**src/rtl/switch_input_port.sv**
```systemverilog
// ============================================================================
// Module   : switch_input_port
// Function : Memory-mapped DIP-switch input port with a debounced confirm key.
// Revision : 1.0 - initial release
// ============================================================================
`default_nettype none

module switch_input_port #(
    parameter int unsigned DEBOUNCE_CYCLES = 200000,
    parameter logic [31:0] BASE_ADDR       = 32'hFFFF_FC70
) (
    input  logic        clk,
    input  logic        rst,
    input  logic [15:0] switchInput,
    input  logic        enter,
    input  logic [31:0] address,
    input  logic        ioRead,
    output logic [15:0] dataIOInput,
    output logic        dataValid,
    output logic        overrun,
    output logic        pressPulse
);

    localparam int unsigned        c_CNT_W       = $clog2(DEBOUNCE_CYCLES) + 1;
    localparam logic [c_CNT_W-1:0] c_CNT_LAST    = c_CNT_W'(DEBOUNCE_CYCLES - 1);
    localparam logic [c_CNT_W-1:0] c_CNT_MAX     = '1;
    localparam logic [31:0]        c_ADDR_DATA   = BASE_ADDR;
    localparam logic [31:0]        c_ADDR_RAW    = BASE_ADDR + 32'd2;
    localparam logic [31:0]        c_ADDR_STATUS = BASE_ADDR + 32'd4;

    typedef enum logic [1:0] {
        LOW       = 2'd0,
        WAIT_HIGH = 2'd1,
        HIGH      = 2'd2,
        WAIT_LOW  = 2'd3
    } state_t;

    logic               enter_meta_q;
    logic               enter_sync_q;
    logic [15:0]        sw_meta_q;
    logic [15:0]        sw_sync_q;
    state_t             state_q;
    logic [c_CNT_W-1:0] cnt_q;
    logic               pressPulse_q;
    logic [15:0]        dataReg_q;
    logic [15:0]        dataReg_d;
    logic               dataValid_q;
    logic               dataValid_d;
    logic               overrun_q;
    logic               overrun_d;

    logic [c_CNT_W-1:0] w_cnt_inc;
    logic               w_rd_data;
    logic               w_rd_raw;
    logic               w_rd_status;

    // Two-flop synchronizers; nothing downstream sees the raw pins.
    always_ff @(posedge clk or posedge rst) begin
        if (rst) begin
            enter_meta_q <= 1'b0;
            enter_sync_q <= 1'b0;
            sw_meta_q    <= 16'h0000;
            sw_sync_q    <= 16'h0000;
        end else begin
            enter_meta_q <= enter;
            enter_sync_q <= enter_meta_q;
            sw_meta_q    <= switchInput;
            sw_sync_q    <= sw_meta_q;
        end
    end

    assign w_cnt_inc = (cnt_q == c_CNT_MAX) ? cnt_q : cnt_q + c_CNT_W'(1);

    always_ff @(posedge clk or posedge rst) begin
        if (rst) begin
            state_q      <= LOW;
            cnt_q        <= '0;
            pressPulse_q <= 1'b0;
        end else begin
            pressPulse_q <= 1'b0;
            case (state_q)
                LOW: begin
                    if (enter_sync_q) begin
                        state_q <= WAIT_HIGH;
                        cnt_q   <= '0;
                    end
                end
                WAIT_HIGH: begin
                    if (!enter_sync_q) begin
                        state_q <= LOW;
                        cnt_q   <= '0;
                    end else if (w_cnt_inc >= c_CNT_LAST) begin
                        state_q      <= HIGH;
                        cnt_q        <= '0;
                        pressPulse_q <= 1'b1;
                    end else begin
                        cnt_q <= w_cnt_inc;
                    end
                end
                HIGH: begin
                    if (!enter_sync_q) begin
                        state_q <= WAIT_LOW;
                        cnt_q   <= '0;
                    end
                end
                WAIT_LOW: begin
                    if (enter_sync_q) begin
                        state_q <= HIGH;
                        cnt_q   <= '0;
                    end else if (w_cnt_inc >= c_CNT_LAST) begin
                        state_q <= LOW;
                        cnt_q   <= '0;
                    end else begin
                        cnt_q <= w_cnt_inc;
                    end
                end
                default: begin
                    state_q <= LOW;
                    cnt_q   <= '0;
                end
            endcase
        end
    end

    assign w_rd_data   = ioRead && (address == c_ADDR_DATA);
    assign w_rd_raw    = ioRead && (address == c_ADDR_RAW);
    assign w_rd_status = ioRead && (address == c_ADDR_STATUS);

    always_comb begin
        dataIOInput = 16'h0000;
        if (w_rd_data) begin
            dataIOInput = dataReg_q;
        end else if (w_rd_raw) begin
            dataIOInput = sw_sync_q;
        end else if (w_rd_status) begin
            dataIOInput = {14'b0, overrun_q, dataValid_q};
        end
    end

    // A press wins over a same-cycle clear: the read already returned the old word.
    always_comb begin
        dataReg_d   = dataReg_q;
        dataValid_d = dataValid_q;
        overrun_d   = overrun_q;
        if (pressPulse_q) begin
            dataReg_d   = sw_sync_q;
            dataValid_d = 1'b1;
            if (dataValid_q && !w_rd_data) begin
                overrun_d = 1'b1;
            end else if (w_rd_status) begin
                overrun_d = 1'b0;
            end
        end else begin
            if (w_rd_data) begin
                dataValid_d = 1'b0;
            end
            if (w_rd_status) begin
                overrun_d = 1'b0;
            end
        end
    end

    always_ff @(posedge clk or posedge rst) begin
        if (rst) begin
            dataReg_q   <= 16'h0000;
            dataValid_q <= 1'b0;
            overrun_q   <= 1'b0;
        end else begin
            dataReg_q   <= dataReg_d;
            dataValid_q <= dataValid_d;
            overrun_q   <= overrun_d;
        end
    end

    assign dataValid  = dataValid_q;
    assign overrun    = overrun_q;
    assign pressPulse = pressPulse_q;

endmodule

`default_nettype wire

```
**config.mk**
```make
export PLATFORM = sky130hd
export DESIGN_NAME = switch_input_port
export DESIGN_NICKNAME = d
export VERILOG_FILES = /design/src/rtl/switch_input_port.sv
export SDC_FILE = /design/constraint.sdc
export NUM_CORES = 1
export LEC_CHECK = 0
export CAP_MARGIN = 20
export CORE_ASPECT_RATIO = 0.9
export CORE_MARGIN = 5
export CORE_UTILIZATION = 45
export CTS_CLUSTER_DIAMETER = 50
export DETAILED_ROUTE_END_ITERATION = 8
export PLACE_DENSITY_LB_ADDON = 0.12
export SKIP_LAST_GASP = 1
export SYNTH_ARGS = -nofsm -noshare
export SYNTH_HDL_FRONTEND = slang
export SYNTH_SLANG_ARGS = --single-unit
```
**constraint.sdc**
```tcl
create_clock -name clk -period 2.75 [get_ports clk]
set_input_delay 0.55 -clock clk [delete_from_list [all_inputs] [get_ports clk]]
set_output_delay 0.55 -clock clk [all_outputs]
set_load 0.03 [all_outputs]
```
Yosys cells after proc, flatten, opt, wreduce, memory -nomap -nowiden
Index checks and enable logic that the tools add are counted.
- flip-flop bits (word level): 74
- latch bits: 0
- bits in writable memories: 0
- memory bits (read-only): 0
- input bits: 52
- logic and storage cells: 57
- memories kept: 0
- add/subtract/negate cells: 1
- $mul: 0
- divide/modulo/power cells: 0
- magnitude comparators: 1
- equal/unequal tests: 11
- shift operators: 0
- muxes and demuxes: 25
- bitwise gates (word level): 0
- reduce and logical (&&, ||, !) cells: 9
- operators with widths (kind ; number):
    2-to-1 mux 19 bit ; 6
    equality test 32 bit, second input constant ; 3
    case mux 19 bit (4 select lines) ; 1
    2-to-1 mux 16 bit ; 2
    adder 19 x 1 -> 19 bit, second input constant ; 1
    equality test 19 bit, second input constant ; 1
    greater-or-equal comparator 19 x 18 -> 1 bit, second input constant ; 1
    2-to-1 mux 2 bit ; 7
    2-to-1 mux 1 bit ; 8
    case mux 2 bit (4 select lines) ; 1
    inequality test 3 bit, second input constant ; 2
    equality test 2 bit, second input constant ; 2
    logical AND 1 bit ; 4
    inequality test 2 bit, second input constant ; 2
    AND reduction 4 bit ; 1
    equality test 2 x 1 -> 1 bit, second input constant ; 1
    logical NOT 2 bit ; 1
    AND reduction 2 bit ; 1
    nonzero test 2 bit ; 1
    logical NOT 1 bit ; 1

Depth between registers and ports, before layout
Gate-level depths: netlist of run 1.
- depth after elaboration: 6
- mapped depth: 12

Worst setup path before layout of run 1
OpenSTA, ideal clock, no wires.
- path kind: reg-to-reg
- from: register cnt_q[0]
- to: register cnt_q[11]
- library setup time: 0.126 ns
- arrival: 2.571 ns
- required time: 2.624 ns
- path slack: 0.053 ns
- stages on the path, launching flop included: 11
- clock period less this slack: 2.697 ns
- path through: dfrtp_1 > ha_1 > nand3_2 > nor2_1 > mux2_2 > nand4_1 > a31oi_1 > or4_4 > buf_6 > and3_1 > a221o_1
- word-level cells in the longest chain between the ends: 6
- RTL lines (element ; RTL line ; text):
    from (decl) ; 43 ; logic [c_CNT_W-1:0] cnt_q;
    from (signal assigned) ; 97 ; cnt_q <= w_cnt_inc;
    from (signal assigned) ; 114 ; cnt_q <= w_cnt_inc;
    adder 19 x 1 -> 19 bit or equality test 19 bit (tied branches) ; 72 ; assign w_cnt_inc = (cnt_q == c_CNT_MAX) ? cnt_q : cnt_q + c_CNT_W'(1);
    2-to-1 mux 19 bit (*) ; 72 ;
    greater-or-equal comparator 19 x 18 -> 1 bit ; 92, 110 ;
    2-to-1 mux 19 bit (*) ; 92, 110 ;
    2-to-1 mux 19 bit, on equally long branches ; 107, 89 ;
    case mux 19 bit (4 select lines) (*) ; 81 ; case (state_q)
Mark *: on every way between the ends. The rest lies on a longest branch, timed or not.
A chain may end at the register's enable or synchronous reset.

Worst setup path after layout of run 1
Same ends and word-level chain as after synthesis.

==> reports/qor.yml, run 1 <==
reg2reg_slack_ns: 0.03
dpl.cell_count: 522
grt_pass1_vias: 2938
syn_nets: 385
grt_usage: 0.1883
fmax_mhz: 367.5
ant_nets: 0
overflow: 0
status: "completed"
tightest_slew_ns: 0.7014
min_from: "sw_meta_q[15]$_DFF_PP0_"
start_util: 0.4670
slew_viol_final: 0
synth_async_sr_flop_share: 1.000
core.rowCount: 30
hold_violations: 0
synth_ff_type: "dfrtp_1"
required_ns: 2.98
setup_tns_ns: 0
place_area_um2: 4586
cts_tree: "yes"
crit_path_start_kind: "register"
cts-root-buf: "clkbuf_8"
power.leakage_nw: 2.345
cts_max_path_buffers: 2
p_comb_frac: 0.154
synth_area_um2: 3558
yosysSeqAreaShare: 0.5204
vdd_drop_max_uv: 308.4
p_int_mw: 1.754
power_mw: 2.391
clockPowerShare: 0.359
synth_seq_cells: 74
grt_max_degree: 34
drive_gt1_frac: 0.3238
numCtsBuffers: 9
timing.final.ws_setup_ns: 0.02905
diodes: 0
place.gp.congestion: 0.8904
clock_sinks: 74
die_h_um: 94.36
h-tree-depth: 3
syn_avg_cell_area_um2: 10.72
r2r_cells: 10
power_density_nw_per_um2: 470.1
timing.hold.ws_ns: 0.3473
dp_slack_ns: -0.2483
ys_warn_count: 0
port_buffers: 70
end_kind: "register"
synthCells: 332
dr.pass1.iters: 5
grt_first_pass_wirelength_um: 14840
fp.dieW_um: 103.7
whs_endpoint: "sw_sync_q[15]$_DFF_PP0_"
dp_hpwl_um: 6218
path_clk_slew_ns: 0.08
crit_type: "register to register"
hold-path-cell-count: 0
synth_cell_types: 55
avgViaCountPerCell: 5.535
final_util: 0.6677
slew_headroom: 0.5324
power_switching_mw: 0.6379
synth_edf_count: 0
hold_path_class: "register to register"
period_minus_slack_ns: 2.721
syn_to_final_growth_pct: 42.97
layout_common_cells: "dfrtp_1, buf_4, nor2_1, clkdlybuf4s50_1, nand2_1"
antenna_found_initial: 0
drcViolationCount: 0
timing.rr.start: "cnt_q[0]$_DFFE_PP0P_"
mostFrequentLayoutCell: "dfrtp_1"
finalClockSkew_ns: 0.005893
wl_um: 9198
power.share.sequential: 0.487
switching_share: 0.2667
cp.arrival_ns: 2.95
reg2reg_to: "cnt_q[11]$_DFFE_PP0P_"
routedWlPerCell_um: 16.72
clock_latency_ns: 0.34
rsz0062_at_grt: "yes"
coreArea_um2: 7620
drtIter0Drc: 193
period_share: 0.9894
stdcell_area_um2: 5087
pin_count: 71
nets: 502
layout.cells.non_filler: 550
vias: 3044
die_area_um2: 9788
setup_viol: 0
crit_fanout: 6
drv_cap: 0
[power by group through the flow]
stage	combinational [mW]	clock (mW)	sequential, mW
floorplan	0.186	0	1.18
global placement	0.352	0	1.18
detailed placement	0.357	0	1.18
CTS	0.356	0.882	1.16
global route	0.406	0.940	1.17
finish	0.369	0.859	1.16
[synth_stat cells, types with 4 or more instances]
library cell | instances | area, µm²
dfrtp_1 | 74 | 1852
nor2_1 | 43 | 161.4
nand2_1 | 24 | 90.09
a31oi_1 | 17 | 106.4
mux2_2 | 17 | 191.4
mux2i_1 | 16 | 160.2
clkbuf_1 | 13 | 48.80
a21oi_1 | 10 | 50.05
nand4_1 | 10 | 62.56
nand3_1 | 9 | 45.04
inv_1 | 7 | 26.28
a41oi_1 | 6 | 52.55
and3_1 | 6 | 37.54
nor3_1 | 6 | 30.03
and4_1 | 5 | 43.79
o21ai_0 | 5 | 25.02
xnor2_1 | 5 | 43.79
buf_2 | 4 | 20.02
nor4_1 | 4 | 25.02
[metal layers]
| layer | up-vias | wire length [µm] | global-route usage |
|---|---|---|---|
| met3 | 10 | 620 | 0.05468 |
| met2 | 127 | 4165 | 0.2919 |
| met1 | 1454 | 4316 | 0.2653 |
| li1 | 1453 | - | - |
| met4 | 0 | 95 | 0.03883 |
| met5 | - | 0 | 0 |
[how the worst max path moves through the flow]
stage | end | slack (ns) | from
finish | cnt_q[11]$_DFFE_PP0P_ | 0.03 | cnt_q[0]$_DFFE_PP0P_
global route | cnt_q[11]$_DFFE_PP0P_ | -0.03 | cnt_q[0]$_DFFE_PP0P_
CTS | dataIOInput[15] | 0.005 | address[31]
detailed placement | dataIOInput[9] | -0.25 | address[27]
global placement | dataIOInput[9] | -0.24 | address[31]
floorplan | cnt_q[11]$_DFFE_PP0P_ | 0.05 | cnt_q[0]$_DFFE_PP0P_
[kinds of logic (layout without fill, tap and decap cells)]
kind of cell | after synthesis | count (layout) | synth area share
XOR/XNOR | 7 | 7 | 0.01723
buffers and inverters | 28 | 149 | 0.03657
AO/OA/AOI/OAI | 59 | 59 | 0.1192
AND/OR/NAND/NOR | 129 | 130 | 0.2001
flip-flops | 74 | 74 | 0.5204
multiplexers | 34 | 34 | 0.1030
adder cells (fa/ha/maj) | 1 | 1 | 0.003516
[worst max-delay path, stage by stage, from the launching register on]
cell     delay, ns
dfrtp_1       0.39
buf_4         0.15
nand4_1       0.21
nor4_2        0.34
o21ai_0       0.15
a21oi_2       0.14
nand3_1       0.09
or4_4         0.56
buf_6         0.17
and3_1        0.14
a221o_1       0.26
[sequential cells by signal, indices dropped and copies added (netlist names), named ones only]
register / count
cnt_q: 19
dataReg_q: 16
sw_meta_q: 16
sw_sync_q: 16
dataValid: 1
enter_meta_q: 1
enter_sync_q: 1
overrun: 1
pressPulse: 1
state_q: 1
[repair_timing]
action / in CTS / in global routing
endpoints found under the setup margin: 14 / 31
hold buffers: 0 / 0
setup buffers: 1 / 10
gates cloned: 1 / 0
gates resized for setup: 31 / 41
pin swaps: 10 / 18
[layout make-up]
type	instances	area (µm²)
fill	627	2532
sequential	74	1861
multi-input combinational	231	1748
timing repair buffer	126	1130
clock buffer	10	137.6
tap	96	120.1
clock inverter	6	65.06
inverter	7	26.28
No activity file was read; power rests on OpenSTA's default activity.
==> run 2: changes to the inputs <==
Settings changed: ABC_AREA from default to 1.
==> reports/qor.yml, run 2 <==
status: "completed"
ys_warn_count: 0  # unchanged
ys_top_cells_by_count: "nand2_1, dfrtp_1, inv_1"
die_area_um2: 9748  # -0.41%
cts-root-buf: "clkbuf_8"
dr.pass1.iters: 4  # -1
syn_avg_cell_area_um2: 8.661  # -19%
crit_fanout: 8  # +2
cp_num_buf_inv: 4  # +2
die_h_um: 94.17  # -0.20%
place.gp.congestion: 0.8819  # -0.95%
power.leakage_nw: 2.089  # -11%
top_register: "cnt_q"
regArea_um2: 1852  # -0.47%
slew_viol_final: 0  # unchanged
clock_sinks: 74  # unchanged
reg2reg_to: "cnt_q[7]$_DFFE_PP0P_"
ant_nets: 0  # unchanged
setup_viol: 0  # unchanged
synth_async_sr_flop_share: 1.000  # unchanged
critical_path.top_delay_family: "simple AND/OR/NAND/NOR gates"
pin_count: 71  # unchanged
hold_violations: 0  # unchanged
largest_register_ffs: 19  # unchanged
end_kind: "output port"
vias: 3046  # +0.066%
synth_most_common_cell: "nand2_1"
syn_nets: 462  # +20%
cp.arrival_ns: 2.11  # -0.84 ns
grt_pass1_vias: 2945  # +0.24%
fp.dieW_um: 103.5  # -0.21%
final_util: 0.6200  # -0.04762
numCtsBuffers: 9  # unchanged
drv_cap: 0  # unchanged
crit_path_start_kind: "primary input"
wl_um: 8535  # -7.2%
timing.final.ws_setup_ns: 0.08763  # +0.05858 ns
drtIter0Drc: 149  # -23%
drive_gt1_frac: 0.2072  # -0.1165
routedWlPerCell_um: 14.39  # -14%
required_ns: 2.20  # -0.78 ns
multi_input_area_um2: 1520  # -13%
yosysSeqAreaShare: 0.5228  # +0.002390
synth_cell_types: 35  # -36%
synthCells: 409  # +23%
synth_seq_cells: 74  # unchanged
diodes: 0  # unchanged
rsz0062_at_grt: "yes"
synth_top_area_share: 0.5228  # +0.002390
start_util: 0.4649  # -0.002135
dp_slack_ns: -0.3440  # -0.09577 ns
crit_chain: "dlygate4sd2_1 > nand4_1 > nor4_2 > buf_4 > nor2b_4 > and3_4 > buf_12 > nand2_4 > a31oi_4 > buf_6"
mostFrequentLayoutCell: "nand2_1"
reg2reg_slack_ns: 0.32  # +0.29 ns
tightest_slew_ns: 0.8919  # +0.1905 ns
synth_area_um2: 3542  # -0.46%
timing.rr.start: "cnt_q[1]$_DFFE_PP0P_"
fillCellCount: 657  # +4.8%
whs_endpoint: "sw_sync_q[5]$_DFF_PP0_"
avgViaCountPerCell: 5.137  # -7.2%
cp_slowest_stage_delay_ns: 0.28  # -0.28 ns
h-tree-depth: 3  # unchanged
nets: 545  # +8.6%
hold_buffers: 0  # unchanged
grt_first_pass_wirelength_um: 14280  # -3.8%
coreArea_um2: 7620  # unchanged
synth_ff_type: "dfrtp_1"
finalClockSkew_ns: 0.006521  # +0.0006277 ns
fmax_mhz: 375.6  # +2.2%
clock_latency_ns: 0.34  # about the same
drcViolationCount: 0  # unchanged
layout_common_cells: "nand2_1, dfrtp_1, inv_1, nand3_1, buf_4"
setup_tns_ns: 0  # unchanged
cts_max_path_buffers: 2  # unchanged
slew_headroom: 0.4040  # -0.1284
hold_path_class: "register to register"
grt_usage: 0.1808  # -0.007490
ys_top_cells_by_area: "dfrtp_1, nand2_1, o21ai_0"
period_share: 0.9681  # -0.02130
crit_slowest_cell: "nor4_2"
min_from: "sw_meta_q[5]$_DFF_PP0_"
antenna_found_initial: 0  # unchanged
yosys.area.top_type: "dfrtp_1"
syn_to_final_growth_pct: 33.38
vdd_drop_max_uv: 341.6  # +11%
period_minus_slack_ns: 2.662  # -0.05858 ns
port_buffers: 70  # unchanged
crit_type: "primary input to output port"
core.rowCount: 30  # unchanged
power_density_nw_per_um2: 551.6  # +17%
cts_tree: "yes"
timing.hold.ws_ns: 0.3456  # -0.001685 ns
dp_hpwl_um: 6011  # -3.3%
grt_max_degree: 52  # +53%
path_clk_slew_ns: 0.08  # about the same
overflow: 0  # unchanged
r2r_cells: 13  # +3
hold-path-cell-count: 0  # unchanged
synth_edf_count: 0  # unchanged
## run 2: kinds of logic (layout without fill, tap and decap cells)
kind of cell    Yosys count  in the layout  share of synthesized area
compound gates           62             62                     0.1144
buf+inv                  63            151                    0.07382
xor+xnor                  5              5                    0.01236
fa+ha+maj                 1              1                   0.003532
simple gates            204            204                     0.2730
flops                    74             74                     0.5228
## run 2: how the worst max path moves through the flow
stage | startpoint | slack [ns] | end | cells past startpoint
after global routing | address[23] | -0.02 | dataIOInput[1] | 10
after detailed placement | address[19] | -0.34 | dataIOInput[1] | 10
after CTS | address[16] | 0.0003 | dataIOInput[1] | 10
final | address[16] | 0.09 | dataIOInput[1] | 10
after global placement | address[23] | -0.30 | dataIOInput[12] | 9
after floorplan | address[9] | -0.03 | dataIOInput[10] | 6
## run 2: routing by layer
metal  track usage  part of all wire
met1        0.2503              0.47
met2        0.2760              0.45
met3       0.05017             0.073
met4       0.05574            0.0084
met5             0                 0
## run 2: stage by stage
step / area (µm²) / power, mW / instances
4_1_cts: 4667 / 2.620 / 594
6_report: 4725 / 2.606 / 593
3_3_place_gp: 4363 / 1.608 / 575
3_5_place_dp: 4363 / 1.614 / 575
2_1_floorplan: 3542 / 1.472 / 409
5_1_grt: 4725 / 2.721 / 593
## run 2: what timing repair did
action / CTS / global route
cloned: 1 / 0
endpoints found under the setup margin: 16 / 16
resized for setup: 34 / 33
endpoints found under the hold margin: 0 / 0
pin swaps: 11 / 7
setup buffers: 2 / 0
## run 2: layout make-up
| cell class | instances | share of cell area |
|---|---|---|
| well taps | 96 | 0.02542 |
| clock inverters | 6 | 0.02436 |
| repair buffers | 86 | 0.1706 |
| clock buffers | 10 | 0.02701 |
| flip-flops and latches | 74 | 0.3920 |
| multi-input cells | 272 | 0.3218 |
| inverters | 49 | 0.03893 |
## run 2: report_power, final
group | internal, mW | leakage [nW] | switching [mW] | total [mW]
Clock | 0.606 | 0.117 | 0.413 | 1.02
Combinational | 0.141 | 1.03 | 0.230 | 0.371
Sequential | 1.14 | 0.946 | 0.0800 | 1.22
Total | 1.88 | 2.09 | 0.723 | 2.61
==> run 3: changes to the inputs <==
Settings changed: CORE_MARGIN 5 to 2, SLEW_MARGIN from default to 25.
==> reports/qor.yml, run 3 (same netlist as run 2, synthesis figures left out) <==
status: "completed"
coreArea_um2: 7582  # -0.49%
drive_gt1_frac: 0.2064  # -0.0008306
dpl.cell_count: 577  # +0.35%
met1_usage: 0.2709  # +0.02054
ant_nets: 0  # unchanged
rsz0062_at_grt: "yes"
end_kind: "output port"
die_area_um2: 8598  # -12%
nets: 547  # +0.37%
use_met3: 0.05666  # +0.006492
cts_tree: "yes"
hold_buffers: 0  # unchanged
largest_register_ffs: 19  # unchanged
slew_viol_final: 0  # unchanged
fp.dieW_um: 97.52  # -5.8%
diodes: 0  # unchanged
layout_common_cells: "nand2_1, dfrtp_1, inv_1, o21ai_0, buf_4"
drv_cap: 0  # unchanged
crit_type: "primary input to output port"
setup_viol: 0  # unchanged
fillCellCount: 640  # -2.6%
path_clk_slew_ns: 0.08  # about the same
drtIter0Drc: 182  # +22%
finalClockSkew_ns: 0.01414  # +0.007621 ns
dp_hpwl_um: 6081  # +1.2%
syn_to_final_growth_pct: 32.46
slew_headroom: 0.6564  # +0.2524
fmax_mhz: 372.7  # -0.77%
crit_fanout: 8  # unchanged
grt_max_degree: 34  # -35%
power_density_nw_per_um2: 513.2  # -7.0%
grt_usage: 0.2048  # +0.02401
period_minus_slack_ns: 2.683  # +0.02060 ns
wl_um: 8198  # -3.9%
grt_first_pass_wirelength_um: 13900  # -2.7%
numCtsBuffers: 9  # unchanged
period_share: 0.9756  # +0.007489
top_register: "cnt_q"
layout.cells.non_filler: 595  # +0.34%
dr.pass1.iters: 6  # +2
port_buffers: 70  # unchanged
multi_input_area_um2: 1484  # -2.4%
clock_latency_ns: 0.36  # +0.02 ns
grt_pass1_vias: 2979  # +1.2%
regArea_um2: 1852  # unchanged
grt_busiest_layer: "met2"
h-tree-depth: 3  # unchanged
start_util: 0.4672  # +0.002301
die_h_um: 88.17  # -6.4%
dp_slack_ns: -0.2868  # +0.05723 ns
antenna_found_initial: 0  # unchanged
required_ns: 2.20  # about the same
cts-root-buf: "clkbuf_8"
core.rowCount: 30  # unchanged
global_route.usage.met2: 0.3260  # +0.05001
avgViaCountPerCell: 5.076  # -1.2%
reg2reg_slack_ns: 0.33  # about the same
final_util: 0.6188  # -0.001221
routedWlPerCell_um: 13.78  # -4.3%
hold_path_class: "register to register"
vias: 3020  # -0.85%
pin_count: 71  # unchanged
vdd_drop_max_uv: 414.3  # +21%
place.gp.congestion: 0.8870  # +0.58%
drcViolationCount: 0  # unchanged
power.leakage_nw: 2.086  # -0.11%
cts_max_path_buffers: 2  # unchanged
tightest_slew_ns: 0.5147  # -0.3772 ns
crit_path_start_kind: "primary input"
overflow: 0  # unchanged
hold_violations: 0  # unchanged
cp.arrival_ns: 2.13  # +0.02 ns
clock_sinks: 74  # unchanged
mostFrequentLayoutCell: "nand2_1"
timing.final.ws_setup_ns: 0.06703  # -0.02060 ns
[run 3: changes by cell type in the layout (fill, tap and decap cells not counted), sizes merged, moves of 2 or more]
cell / before / now
dlymetal6s2s: 5 / 7
dlygate4sd2: 19 / 8
clkdlybuf4s15: 5 / 12
buf: 32 / 34
bufinv: 3 / 0
inv: 48 / 51
[run 3: where the power goes]
group / internal, mW / leakage (nW) / switching, mW
registers: 1.14 / 0.946 / 0.0573
logic: 0.171 / 1.05 / 0.256
clock network: 0.342 / 0.0884 / 0.445
[run 3: what timing repair did]
action	in CTS	in global routing
pin swaps	8	12
setup endpoints to repair	16	16
setup buffers	1	0
resized for setup	34	29
cloned	1	0
[run 3: cell type report]
type	count	area share
Tap cell	96	0.02560
Clock inverter	7	0.01307
Inverter	49	0.03920
Sequential cell	74	0.3947
Clock buffer	9	0.02640
Timing Repair Buffer	88	0.1848
Multi-Input combinational cell	272	0.3163
[run 3: per-layer routing]
layer | part of all wire | vias to the layer above
li1 | - | 1504
met1 | 0.46 | 1401
met2 | 0.45 | 101
met3 | 0.073 | 14
met4 | 0.015 | 0
met5 | 0 | -
[run 3: critical path, stage by stage]
cell	delay [ns]
clkdlybuf4s50_1	0.48
inv_2	0.05
nor4_2	0.24
and3_4	0.29
buf_12	0.13
nand2_2	0.04
a31oi_1	0.16
buf_4	0.19
[run 3: worst paths after layout]
| kind | cells past startpoint | from | end |
|---|---|---|---|
| max | 8 | address[4] | dataIOInput[1] |
| max in group asynchronous | 3 | rst | state_q[0]$_DFFE_PP0P_ |
| min reg2reg | 0 | sw_meta_q[5]$_DFF_PP0_ | sw_sync_q[5]$_DFF_PP0_ |
| max reg2reg | 14 | cnt_q[0]$_DFFE_PP0P_ | cnt_q[5]$_DFFE_PP0P_ |
| min | 0 | sw_meta_q[5]$_DFF_PP0_ | sw_sync_q[5]$_DFF_PP0_ |
| min in group asynchronous | 2 | rst | cnt_q[0]$_DFFE_PP0P_ |
[run 3: stage by stage]
stage | hold slack [ns] | instance area, µm² | setup TNS [ns] | total power [mW]
2_1_floorplan | 0.3312 | 3542 | -0.3471 | 1.472
3_3_place_gp | 0.3324 | 4415 | -3.170 | 1.635
3_5_place_dp | 0.3355 | 4415 | -3.610 | 1.648
4_1_cts | 0.3431 | 4636 | -0.07187 | 2.426
5_1_grt | 0.3615 | 4692 | -0.04944 | 2.530
6_report | 0.3449 | 4692 | 0 | 2.408
==> RTL change 1, RTL diff (settings of run 3) <==
Set the parameter `DEBOUNCE_CYCLES` to 50000 (it was 200000).
--- a/src/rtl/switch_input_port.sv
+++ b/src/rtl/switch_input_port.sv
@@ -6,7 +6,7 @@
 `default_nettype none
 
 module switch_input_port #(
-    parameter int unsigned DEBOUNCE_CYCLES = 200000,
+    parameter int unsigned DEBOUNCE_CYCLES = 50000,
     parameter logic [31:0] BASE_ADDR       = 32'hFFFF_FC70
 ) (
     input  logic        clk,
Behaviour: same outputs for any inputs over 10 cycles, from zero or initial values and one cycle with rst high; that may be too few to reach the edited logic, so the function may still have changed.
==> RTL change 1 against run 3 <==
Sequential cell count is 2 lower; synthesized area is 2.7% lower; critical endpoint is now dataIOInput[9]; count of clock-buffer cells in the layout increased by 1; worst setup slack better by 0.023 ns; routed wire length is 5.9% lower; cell area down 2.6%.
Power is not compared: it rests on default switching activity, and its combinational part moved more than twofold at a synthesized area within 25%.
==> RTL change 1: results (changes against run 3) <==
status: "complete, no violations"
crit_path_start: "address[1]"
num-fill-cells: 651  # +1.7%
whs_ns: 0.348  # +0.00306 ns
cp_max_fo: 14  # +6
max_slew_margin_pct: 48.8  # -17 points
synth.area.top_cells: "dfrtp_1, nand2_1, o21ai_0"
gp_congestion: 0.851  # -4.1%
dp.cells: 555  # -3.8%
yosysUniqueCellTypes: 34  # -2.9%
wl_met1_um: 3500  # -7.2%
worstSetupEndpoint: "dataIOInput[9]"
yosysSeqAreaShare_pct: 52.3  # about the same
stdcell_count: 572  # -3.9%
grt.met2_usage_pct: 30.8  # -1.8 points
wl_met2_um: 3480  # -6.2%
wl_um: 7720  # -5.9%
clock_skew_ns: 0.0106  # -0.00354 ns
first_iter_violations: 124  # -32%
vias: 2788  # -7.7%
grt_util_met1_pct: 26.3  # -0.82 points
hold_start: "sw_meta_q[9]"
largest_reg_flops: 17  # -2
nNetsFinal: 524  # -4.2%
place_ws_ns: -0.334  # -0.0468 ns
grtUsageTotal_pct: 19.9  # -0.59 points
r2r_slack_ns: 0.26  # -0.07 ns
cts_resized: 33  # -2.9%
hpwl_um: 5440  # -10%
ys_top_cells_by_count: "nand2_1, dfrtp_1, inv_1, o21ai_0, nor2_1"
placed_cell_area_um2: 4260  # -3.5%
wl_met3_um: 633  # +6.0%
holdPathEnd: "sw_sync_q[9]"
-- RTL change 1: changes by cell type after synthesis, moves of 3 or more --
cell      change
nand3_1       -8
o21ai_1       -6
inv_2         -5
inv_1         +4
o21ai_0       +4
clkbuf_1      -3
nand2_2       -3
nand2_4       +3
-- RTL change 1: cell families after synthesis --
group           share of synthesized area [%]
xor+xnor                                 1.27
simple gates                             29.1
fa+ha+maj                               0.363
buf+inv                                  6.94
flops                                    52.3
compound gates                           10.1
-- RTL change 1: layout make-up --
cell class	instances	area share [%]
Sequential cell	72	39.4
Multi-Input combinational cell	262	32.0
Timing Repair Buffer	79	16.6
Inverter	47	3.86
Clock buffer	10	3.01
Tap cell	96	2.63
Clock inverter	6	2.52
-- RTL change 1: worst max-delay path: stages --
cell and delay, ns:
clkdlybuf4s50_1 0.50, inv_1 0.07, nor4_2 0.28, and3_4 0.25, buf_12 0.14, nand2_1 0.07, o21ai_2 0.07, buf_4 0.18
==> RTL change 2, RTL diff (config.mk and constraints of run 3) <==
Made on the original files. Re-encode `state_t` (4 states) as one-hot, 4 bits wide.
--- a/src/rtl/switch_input_port.sv
+++ b/src/rtl/switch_input_port.sv
@@ -28,11 +28,11 @@
     localparam logic [31:0]        c_ADDR_RAW    = BASE_ADDR + 32'd2;
     localparam logic [31:0]        c_ADDR_STATUS = BASE_ADDR + 32'd4;
 
-    typedef enum logic [1:0] {
-        LOW       = 2'd0,
-        WAIT_HIGH = 2'd1,
-        HIGH      = 2'd2,
-        WAIT_LOW  = 2'd3
+    typedef enum logic [3:0] {
+        LOW       = 4'b0001,
+        WAIT_HIGH = 4'b0010,
+        HIGH      = 4'b0100,
+        WAIT_LOW  = 4'b1000
     } state_t;
 
     logic               enter_meta_q;
Function: same outputs for any inputs over 10 cycles, from zero or initial values and one cycle with rst high; not proved beyond that.
==> RTL change 2 against run 3 <==
Cell area grew 6.1%; die area grew 6.7%; synthesized area grew 7.1%; routed wire length grew 3.3%; power shrank 1.2%; sequential cell count grew 2; worst setup slack gained 0.018 ns; worst hold slack lost 0.00097 ns; utilization shrank 0.47 points; maximum frequency grew 0.66%; non-clock buffer count shrank 3; critical path type unchanged; largest cell class unchanged; highest routed layer unchanged.
==> RTL change 2: results (changes against run 3) <==
power_leakage_nw: 2.32  # +11%
hpwl_um: 6110  # +0.48%
worstMarginPinSlew_ns: 0.443  # -0.0712 ns
port-buffer-count: 70  # unchanged
grtUsageTotal_pct: 20.0  # -0.50 points
viasPerCell: 5.01  # -1.2%
dr.pass1.iters: 4  # -2
synth.area.top_cells: "dfrtp_1, nand2_1, inv_1"
yosysSeqAreaShare_pct: 50.2  # -2.1 points
worstSetupEndpoint: "dataIOInput[0]"
regMostFlops: "cnt_q"
r2r-start: "cnt_q[1]"
drive_gt1_share_pct: 20.8  # +0.15 points
grt_pass1_vias: 3149  # +5.7%
antenna_found_initial: 0  # unchanged
wl_um: 8470  # +3.3%
grt_max_degree: 66  # +94%
rr_worst_depth: 13  # -1
r2r_slack_ns: 0.29  # -0.04 ns
ys_top_cells_by_count: "nand2_1, dfrtp_1, inv_1, o21ai_0, nor2_1"
vias: 3268  # +8.2%
first_iter_violations: 161  # -12%
clk_latency_ns: 0.34  # -0.02 ns
vdd_ir_drop_max_mv: 0.312  # -25%
cts-root-buf: "clkbuf_8"
grt_pass1_wl_um: 14500  # +4.3%
yosysWarnings: 0  # unchanged
dp.cells: 632  # +9.5%
nNetsFinal: 601  # +9.9%
numCtsBuffers: 9  # unchanged
timing.rr.end: "state_q[1]"
crit_path_start: "address[0]"
clock_skew_ns: 0.00856  # -0.00558 ns
cts_resized: 54  # +59%
hold_depth: 0  # unchanged
cp_max_fo: 5  # -3
ctsLongestPathBuffers: 2  # unchanged
holdPathEnd: "sw_sync_q[3]"
syn_nets: 515  # +11%
largest_reg_flops: 19  # unchanged
hold_start: "sw_meta_q[3]"
status: "complete, no violations"
yosysUniqueCellTypes: 35  # unchanged
ys_async_sr_fraction_pct: 100  # unchanged
syn_area_per_cell_um2: 8.21  # -5.2%
max_stage_delay_ns: 0.48  # about the same
ys.flop_type: "dfrtp_1"
gp_congestion: 0.841  # -5.2%
RTL change 2: cell count changes in the layout (fill, tap and decap cells not counted), sizes merged, moves of 8 or more:
cell / run 3 / this run
nor2: 31 / 40
o22ai: 15 / 0
inv: 51 / 68
o21ai: 39 / 52
clkdlybuf4s15: 12 / 4
nand2: 118 / 140
RTL change 2: routing by layer:
layer	GRT usage, %	wire (µm)
met3	4.08	484
met2	31.2	3770
met1	28.1	4100
met5	0	0
met4	5.82	119
RTL change 2: final cells by class:
class                           instances  area [µm²]
Fill cell                             715        3130
Timing Repair Buffer                   85         805
Inverter                               68         255
Sequential cell                        76        1900
Clock inverter                          6        71.3
Multi-Input combinational cell        308        1680
Tap cell                               99         124
Clock buffer                           10         138
RTL change 2: metrics by stage:
step | total power, mW | instance area [µm²] | TNS (ns) | setup WS (ns) | hold slack, ns
6_report | 2.38 | 4980 | 0 | 0.0846 | 0.344
5_1_grt | 2.51 | 4980 | 0 | 0.00123 | 0.357
4_1_cts | 2.43 | 4940 | 0 | 0.00111 | 0.346
3_5_place_dp | 1.55 | 4620 | -3.90 | -0.275 | 0.335
3_3_place_gp | 1.54 | 4620 | -3.60 | -0.259 | 0.332
2_1_floorplan | 1.41 | 3790 | -0.347 | -0.0347 | 0.331
RTL change 2: report_power, final:
part | switching [mW] | internal (mW)
Combinational | 0.182 | 0.123
Sequential | 0.0355 | 1.17
Clock | 0.415 | 0.450
Total | 0.632 | 1.75
RTL change 2: logic make-up (layout without fill, tap and decap cells):
family | after synthesis | count (layout) | share of synthesized area, %
and+or+nand+nor | 243 | 243 | 30.5
buffers and inverters | 78 | 169 | 8.31
DFF | 76 | 76 | 50.2
AOI/OAI and AO/OA | 60 | 60 | 9.73
xor gates and xnor gates | 4 | 4 | 0.924
adders and majority gates | 1 | 1 | 0.330
